### config.mk
export PLATFORM = sky130hd
export DESIGN_NAME = fpu_bist_ctrl
export DESIGN_NICKNAME = d
export VERILOG_FILES = /design/src/rtl/fpu_bist_pkg.sv /design/src/rtl/fpu_bist_wdog.sv /design/src/rtl/fpu_bist_ctrl.sv
export SDC_FILE = /design/constraint.sdc
export NUM_CORES = 1
export LEC_CHECK = 0
export CAP_MARGIN = 20
export CORE_MARGIN = 10
export CORE_UTILIZATION = 49
export CTS_CLUSTER_DIAMETER = 80
export CTS_CLUSTER_SIZE = 25
export DETAILED_ROUTE_END_ITERATION = 6
export PLACE_DENSITY = 0.95
export SETUP_SLACK_MARGIN = 0.1
export SLEW_MARGIN = 20
export SYNTH_ARGS = -nofsm -noshare
export SYNTH_HDL_FRONTEND = slang
export SYNTH_HIERARCHICAL = 1
export SYNTH_SLANG_ARGS = --single-unit
### constraint.sdc
create_clock -name clk -period 4.3 [get_ports clk]
set_input_delay 0.645 -clock clk [delete_from_list [all_inputs] [get_ports clk]]
set_output_delay 0.645 -clock clk [all_outputs]
set_load 0.01 [all_outputs]
### src/rtl/fpu_bist_pkg.sv
// Shared types for the FPU BIST controller: FSM states and vector word layout.
// The vector word is {opcode, A, B, expected}, MSB first.
package fpu_bist_pkg;

    typedef enum logic [2:0] {
        ST_IDLE,
        ST_FETCH,
        ST_LOAD,
        ST_LAUNCH,
        ST_WAIT,
        ST_CHECK,
        ST_DONE
    } fpu_bist_state_t;

    typedef enum logic [1:0] {
        F_EXP,
        F_B,
        F_A,
        F_OP
    } fpu_bist_field_t;

    localparam int VEC_OP_W    = 4;
    localparam int VEC_DATA_W  = 32;
    localparam int VEC_EXP_LSB = 0;
    localparam int VEC_B_LSB   = VEC_DATA_W;
    localparam int VEC_A_LSB   = 2 * VEC_DATA_W;
    localparam int VEC_OP_LSB  = 3 * VEC_DATA_W;

    typedef struct packed {
        logic [VEC_OP_W-1:0]   op;
        logic [VEC_DATA_W-1:0] a;
        logic [VEC_DATA_W-1:0] b;
        logic [VEC_DATA_W-1:0] exp;
    } fpu_bist_vec_t;

    // Field LSB for a vector word built from operands of width data_w.
    function automatic int vec_lsb(fpu_bist_field_t f, int data_w);
        case (f)
            F_EXP:   return 0;
            F_B:     return data_w;
            F_A:     return 2 * data_w;
            default: return 3 * data_w;
        endcase
    endfunction

endpackage

### src/rtl/fpu_bist_wdog.sv
// WAIT-cycle watchdog: cleared by load, counts while en, flags the LIMIT-th counted cycle.
// Latency: expired is combinational on the current count; no backpressure.
module fpu_bist_wdog #(
    parameter int LIMIT = 1024,
    localparam int CW = $clog2(LIMIT + 1)
) (
    input  logic clk,
    input  logic rst,
    input  logic load,
    input  logic en,
    output logic expired
);

    logic [CW-1:0] cnt;

    always_ff @(posedge clk) begin
        if (rst || load) begin
            cnt <= '0;
        end else if (en && cnt != CW'(LIMIT)) begin
            cnt <= cnt + 1'b1;
        end
    end

    assign expired = en && (cnt == CW'(LIMIT - 1));

endmodule

### src/rtl/fpu_bist_ctrl.sv
// BIST controller: walks NUM_VEC vectors through the FPU start/done handshake and keeps statistics.
// Latency: 4 + W cycles per vector (W = WAIT cycles incl. done); waits indefinitely on fpu_done
// unless FPU_BIST_TIMEOUT_EN is defined, which adds a TIMEOUT_CYC watchdog on WAIT.
module fpu_bist_ctrl
    import fpu_bist_pkg::*;
#(
    parameter int DATA_W      = 32,
    parameter int OP_W        = 4,
    parameter int NUM_VEC     = 100,
    parameter int CNT_W       = 16,
    parameter int TIMEOUT_CYC = 1024,
    localparam int ADDR_W     = (NUM_VEC > 1) ? $clog2(NUM_VEC) : 1
) (
    input  logic                     clk,
    input  logic                     rst,
    input  logic                     bist_go,
    output logic                     bist_busy,
    output logic                     bist_done,
    output logic [ADDR_W-1:0]        vec_addr,
    input  logic [OP_W+3*DATA_W-1:0] vec_data,
    output logic                     fpu_start,
    output logic [OP_W-1:0]          fpu_opcode,
    output logic [DATA_W-1:0]        fpu_A,
    output logic [DATA_W-1:0]        fpu_B,
    input  logic [DATA_W-1:0]        fpu_result,
    input  logic                     fpu_done,
    output logic [CNT_W-1:0]         pass_cnt,
    output logic [CNT_W-1:0]         fail_cnt,
    output logic [CNT_W-1:0]         timeout_cnt,
    output logic                     first_fail_valid,
    output logic [ADDR_W-1:0]        first_fail_idx,
    output logic [DATA_W-1:0]        first_fail_result
);

    localparam int OP_LSB  = vec_lsb(F_OP, DATA_W);
    localparam int A_LSB   = vec_lsb(F_A, DATA_W);
    localparam int B_LSB   = vec_lsb(F_B, DATA_W);
    localparam int EXP_LSB = vec_lsb(F_EXP, DATA_W);
    localparam logic [ADDR_W-1:0] LAST_IDX = ADDR_W'(NUM_VEC - 1);
    localparam logic [CNT_W-1:0]  CNT_MAX  = '1;

    fpu_bist_state_t   state, state_nx;
    logic [ADDR_W-1:0] idx;
    logic [DATA_W-1:0] exp_r;
    logic [DATA_W-1:0] res_r;
    logic              tmo_hit;
    logic              tmo_seen;

`ifdef FPU_BIST_TIMEOUT_EN
    logic             wd_expired;
    logic             tmo_flag;
    logic [CNT_W-1:0] tmo_r;

    fpu_bist_wdog #(.LIMIT(TIMEOUT_CYC)) u_wdog (
        .clk     (clk),
        .rst     (rst),
        .load    (state == ST_LAUNCH),
        .en      (state == ST_WAIT),
        .expired (wd_expired)
    );

    // A done arriving on the expiry cycle still wins.
    assign tmo_hit = wd_expired & ~fpu_done;

    always_ff @(posedge clk) begin
        if (rst) begin
            tmo_flag <= 1'b0;
            tmo_r    <= '0;
        end else begin
            if ((state == ST_IDLE || state == ST_DONE) && bist_go) tmo_r <= '0;
            if (state == ST_LAUNCH) tmo_flag <= 1'b0;
            if (state == ST_WAIT && tmo_hit) tmo_flag <= 1'b1;
            if (state == ST_CHECK && tmo_flag && tmo_r != CNT_MAX) tmo_r <= tmo_r + 1'b1;
        end
    end

    assign tmo_seen    = tmo_flag;
    assign timeout_cnt = tmo_r;
`else
    assign tmo_hit     = 1'b0;
    assign tmo_seen    = 1'b0;
    assign timeout_cnt = '0;
`endif

    always_ff @(posedge clk) begin
        if (rst) state <= ST_IDLE;
        else     state <= state_nx;
    end

    always_comb begin
        state_nx  = state;
        bist_busy = 1'b1;
        bist_done = 1'b0;
        fpu_start = 1'b0;
        vec_addr  = idx;
        case (state)
            ST_IDLE: begin
                bist_busy = 1'b0;
                if (bist_go) state_nx = ST_FETCH;
            end
            ST_FETCH:  state_nx = ST_LOAD;
            ST_LOAD:   state_nx = ST_LAUNCH;
            ST_LAUNCH: begin
                fpu_start = 1'b1;
                state_nx  = ST_WAIT;
            end
            ST_WAIT:   if (fpu_done || tmo_hit) state_nx = ST_CHECK;
            ST_CHECK:  state_nx = (idx == LAST_IDX) ? ST_DONE : ST_FETCH;
            ST_DONE: begin
                bist_busy = 1'b0;
                bist_done = 1'b1;
                if (bist_go) state_nx = ST_FETCH;
            end
            default:   state_nx = ST_IDLE;
        endcase
    end

    always_ff @(posedge clk) begin
        if (rst) begin
            idx               <= '0;
            fpu_opcode        <= '0;
            fpu_A             <= '0;
            fpu_B             <= '0;
            exp_r             <= '0;
            res_r             <= '0;
            pass_cnt          <= '0;
            fail_cnt          <= '0;
            first_fail_valid  <= 1'b0;
            first_fail_idx    <= '0;
            first_fail_result <= '0;
        end else begin
            case (state)
                ST_IDLE, ST_DONE: begin
                    if (bist_go) begin
                        idx               <= '0;
                        pass_cnt          <= '0;
                        fail_cnt          <= '0;
                        first_fail_valid  <= 1'b0;
                        first_fail_idx    <= '0;
                        first_fail_result <= '0;
                    end
                end
                ST_LOAD: begin
                    fpu_opcode <= vec_data[OP_LSB +: OP_W];
                    fpu_A      <= vec_data[A_LSB +: DATA_W];
                    fpu_B      <= vec_data[B_LSB +: DATA_W];
                    exp_r      <= vec_data[EXP_LSB +: DATA_W];
                end
                ST_WAIT: begin
                    if (fpu_done) res_r <= fpu_result;
                end
                ST_CHECK: begin
                    // Bit-exact compare: no NaN or signed-zero equivalence.
                    if (tmo_seen || res_r != exp_r) begin
                        if (fail_cnt != CNT_MAX) fail_cnt <= fail_cnt + 1'b1;
                        if (!first_fail_valid) begin
                            first_fail_valid  <= 1'b1;
                            first_fail_idx    <= idx;
                            first_fail_result <= tmo_seen ? '0 : res_r;
                        end
                    end else if (pass_cnt != CNT_MAX) begin
                        pass_cnt <= pass_cnt + 1'b1;
                    end
                    if (idx != LAST_IDX) idx <= idx + 1'b1;
                end
                default: ;
            endcase
        end
    end

endmodule

==> metrics.md <==
| Metric | Value |
|---|---|
| Netlist cell types | `50` |
| Register area share after synthesis | `47.9%` |
| Synth Register Bits | `between 200 and 250` |
| Drt pass-1 iters | `5` |
| EDFF count, synth | `0` |
| Global-route wire length before repair | `roughly 47000 microns` |
| Cell row count | `49` |
| Worst Path Arrival | `approximately 3600 ps` |
| Final Critical Period | `3180 ps` |
| Synth Instances | `1149` |
| Wire length on met1 | `11100 microns` |
| Port-buffer cells | `285` |
| Leak Pwr | `4.27 nW` |
| Die Width | `155 microns` |
| Dpl ws | `1150 ps` |
| Top delay family on crit path | `simple AND/OR/NAND/NOR gates` |
| NumNets Final | `between 1500 and 2000` |
| Placed wire-length estimate | `22300 microns` |
| Area added between synthesis and finish | `36.3%` |
| GR Overflow Total | `0` |
| Syn_area_per_cell | `7.79 sq um` |
| # Post-CTS Setup Buffers | `0` |
| Total power | `around 4.2 mW` |
| R2r startpoint | `state[1]` |
| CP max stage cell | `or3_2` |
| Max Fclk | `approximately 310 MHz` |
| Clk sink count | `214` |
| Die ar. | `24100 sq um` |
| Hold Crit Depth | `2` |
| Clock Latency Late Sink | `470 ps` |
| Clock transition at path regs | `90 ps` |
| R2R setup slack | `1120 ps` |
| Initial cell density of the core | `about 50%` |
| Max_slew headroom | `29.9%` |
| Top FF cell, synth | `dfxtp_1` |
| Pwr/cell area | `344 nW/um^2` |
| Via count | `9044` |
| Setup CP Type | `reg -> reg` |
| Final wirelength | `just over 30000 microns` |
| Layout Cells excl Fill | `1604` |
| Routed len/inst | `19.0 microns` |
| Critical path's largest stage delay | `around 960 ps` |
| WP buf/inv | `0` |
| Synthesized cell area | `8950 sq um` |
| Period utilization | `approximately three quarters` |
| Setup ws final | `around 1100 ps` |
| Dpl cells | `1588` |
| Crit. Startpoint | `state[1]` |
| Reg2Reg Depth | `6` |
| Vias in the first global route | `8648` |
| CTS tree | `done` |
| Worst hold path endpoint | `fpu_A[25]` |
| Met3 WL | `2980 microns` |
| Largest net degree at the start of global routing | `about 110` |
| Gr usage total | `a little under a quarter` |
| Hold_buf cts | `0` |
| Worst-Margin Slew | `1050 ps` |
| Fin Clk Skew | `17.0 ps` |
| Final Max Slew Viols | `0` |
| Final Hold Viols | `0` |
| RSZ-0062 raised after global routing | `false` |
| Fill cells | `1404` |
| Vias per cell | `5.64` |
| Register Area | `roughly 4300 sq um` |
| FFs w/ async S/R, synth | `0%` |
| DP Area | `11800 sq um` |
| Worst hold path class | `reg -> reg` |
| Max VDD drop | `0.000284 V` |
| Post-route design area | `12200 sq um` |
| HP Start | `fpu_A[25]` |
| CTS Buffer Depth | `3` |
| Num CTS Buffers | `12` |
| DRC | `0` |
| Initial antenna violation count | `1` |
| CTS Root Cell | `clkbuf_16` |
| CTS resizes | `0` |
| Number of synthesis warnings | `6` |
| Finish-stage setup viols | `0` |
| Worst r2r dst | `fail_cnt[14]` |
| Req. time, crit path | `roughly 4700 ps` |
| Post-route ant nets | `0` |
| Core area | `18000 sq um` |
| Detailed Route Iter0 Violations | `about 800` |
| # IOs | `about 300` |
| Multi-input logic area | `4270 sq um` |
| Chip height | `155 microns` |
| Crit-path max FO | `55` |
| CP Cell Sequence | `nand3b_2 -> nor4_1 -> nand4_1 -> or3_2 -> a21oi_1 -> a211o_1` |
| Type of destination of the critical path | `flop` |
| Critical Path Source Type | `flop` |
| Highest metal used | `met4` |
| H-tree depth | `1` |
| Fraction of layout cells with a size suffix above 1 | `2.91%` |
| Status | `completed` |
| Met2 wire length | `about 15000 microns` |
| Max Cap Viol | `0` |
| Final Wtd Congestion | `0.925` |
| Total negative slack for setup checks | `0 ps` |
[cells in the mapped netlist (all sizes together), types with 2 or more instances]
| cell | count | share of area (%) |
|---|---|---|
| a211o | 2 | 0.20 |
| a21o | 3 | 0.25 |
| a21oi | 194 | 11 |
| a311oi | 3 | 0.29 |
| a31oi | 14 | 0.98 |
| and2 | 6 | 0.42 |
| and3 | 9 | 0.63 |
| and4 | 2 | 0.20 |
| buf | 25 | 1.7 |
| clkbuf | 76 | 3.2 |
| dfxtp | 214 | 48 |
| ha | 3 | 0.42 |
| inv | 9 | 0.38 |
| nand2 | 294 | 12 |
| nand2b | 3 | 0.21 |
| nand3 | 33 | 1.8 |
| nand3b | 9 | 0.80 |
| nand4 | 50 | 3.6 |
| nor2 | 30 | 1.3 |
| nor2b | 4 | 0.28 |
| nor3 | 18 | 1.0 |
| nor4 | 20 | 1.5 |
| nor4b | 2 | 0.20 |
| o21a | 3 | 0.25 |
| o21ai | 57 | 3.2 |
| o31ai | 5 | 0.42 |
| or3 | 5 | 0.35 |
| or4 | 3 | 0.25 |
| xnor2 | 4 | 0.39 |
| xor2 | 34 | 3.3 |
[flip-flops by register name (all words and copies together) (netlist names)]
name               count
fpu_opcode             4
pass_cnt              16
first_fail_idx         7
state                  3
fpu_A                 32
vec_addr               7
first_fail_valid       1
fail_cnt              16
first_fail_result     32
fpu_B                 32
exp_r                 32
res_r                 32
[worst max-delay path by stage]
| stage | to | cells after the start | slack, ps |
|---|---|---|---|
| 3_5_place_dp | first_fail_result[28] | 8 | 1150 |
| 2_1_floorplan | first_fail_idx[2] | 9 | 1820 |
| 6_report | fail_cnt[14] | 6 | 1120 |
| 3_3_place_gp | first_fail_result[24] | 8 | 1250 |
| 4_1_cts | fail_cnt[14] | 6 | 1190 |
| 5_1_grt | fail_cnt[14] | 6 | 930 |
[worst register-to-register path: stages (launching register included)]
cell	delay, ps
dfxtp_1	460
nand3b_2	550
nor4_1	380
nand4_1	220
or3_2	960
a21oi_1	400
a211o_1	160
[layout make-up]
| class | count | area share, % |
|---|---|---|
| clock buffer | 13 | 2.67 |
| timing repair buffer | 296 | 24.2 |
| antenna | 1 | 0.0205 |
| sequential | 214 | 35.1 |
| clock inverter | 2 | 0.287 |
| inverter | 10 | 0.308 |
| multi-input combinational | 839 | 35.0 |
| tap | 229 | 2.35 |
[per-layer routing]
layer	vias up	track usage, %
met5	-	0
met4	0	8.19
met3	62	7.22
met2	404	41.3
met1	4222	26.5
li1	4356	-
[cell usage in the layout (no fill, tap or decap), types with 18 or more instances in the layout]
master | synthesis | layout
a21oi_1 | 194 | 193
clkdlybuf4s50_1 | 0 | 284
dfxtp_1 | 214 | 214
nand2_1 | 294 | 294
nand3_1 | 33 | 33
nand4_1 | 49 | 49
nor2_1 | 30 | 28
nor4_1 | 18 | 18
o21ai_0 | 57 | 57
xor2_1 | 34 | 34
[through the flow]
| stage | hold WS [ps] | util [%] |
|---|---|---|
| 4_1_cts | 459 | 67.9 |
| 5_1_grt | 475 | 67.9 |
| 3_5_place_dp | 445 | 65.9 |
| 6_report | 458 | 67.9 |
| 3_3_place_gp | 441 | 65.9 |
| 2_1_floorplan | 448 | - |
[power by group]
part	total [mW]	internal [mW]	switching (mW)
combinational	0.803	0.350	0.453
clock	1.24	0.605	0.639
sequential	2.15	2.08	0.0685
total	4.19	3.03	1.16
[kinds of logic (layout without fill, tap and decap cells)]
logic type	Yosys count	count (layout)	synth area share, %
other	1	17	0.0419
AO/OA/AOI/OAI	287	287	17.0
XOR/XNOR	38	38	3.72
adder cells (fa/ha/maj)	3	3	0.420
multiplexers	2	2	0.238
AND/OR/NAND/NOR	493	493	25.3
flip-flops	214	214	47.9
buffers and inverters	111	321	5.36
Note: power is estimated with default switching activity, not from simulation.
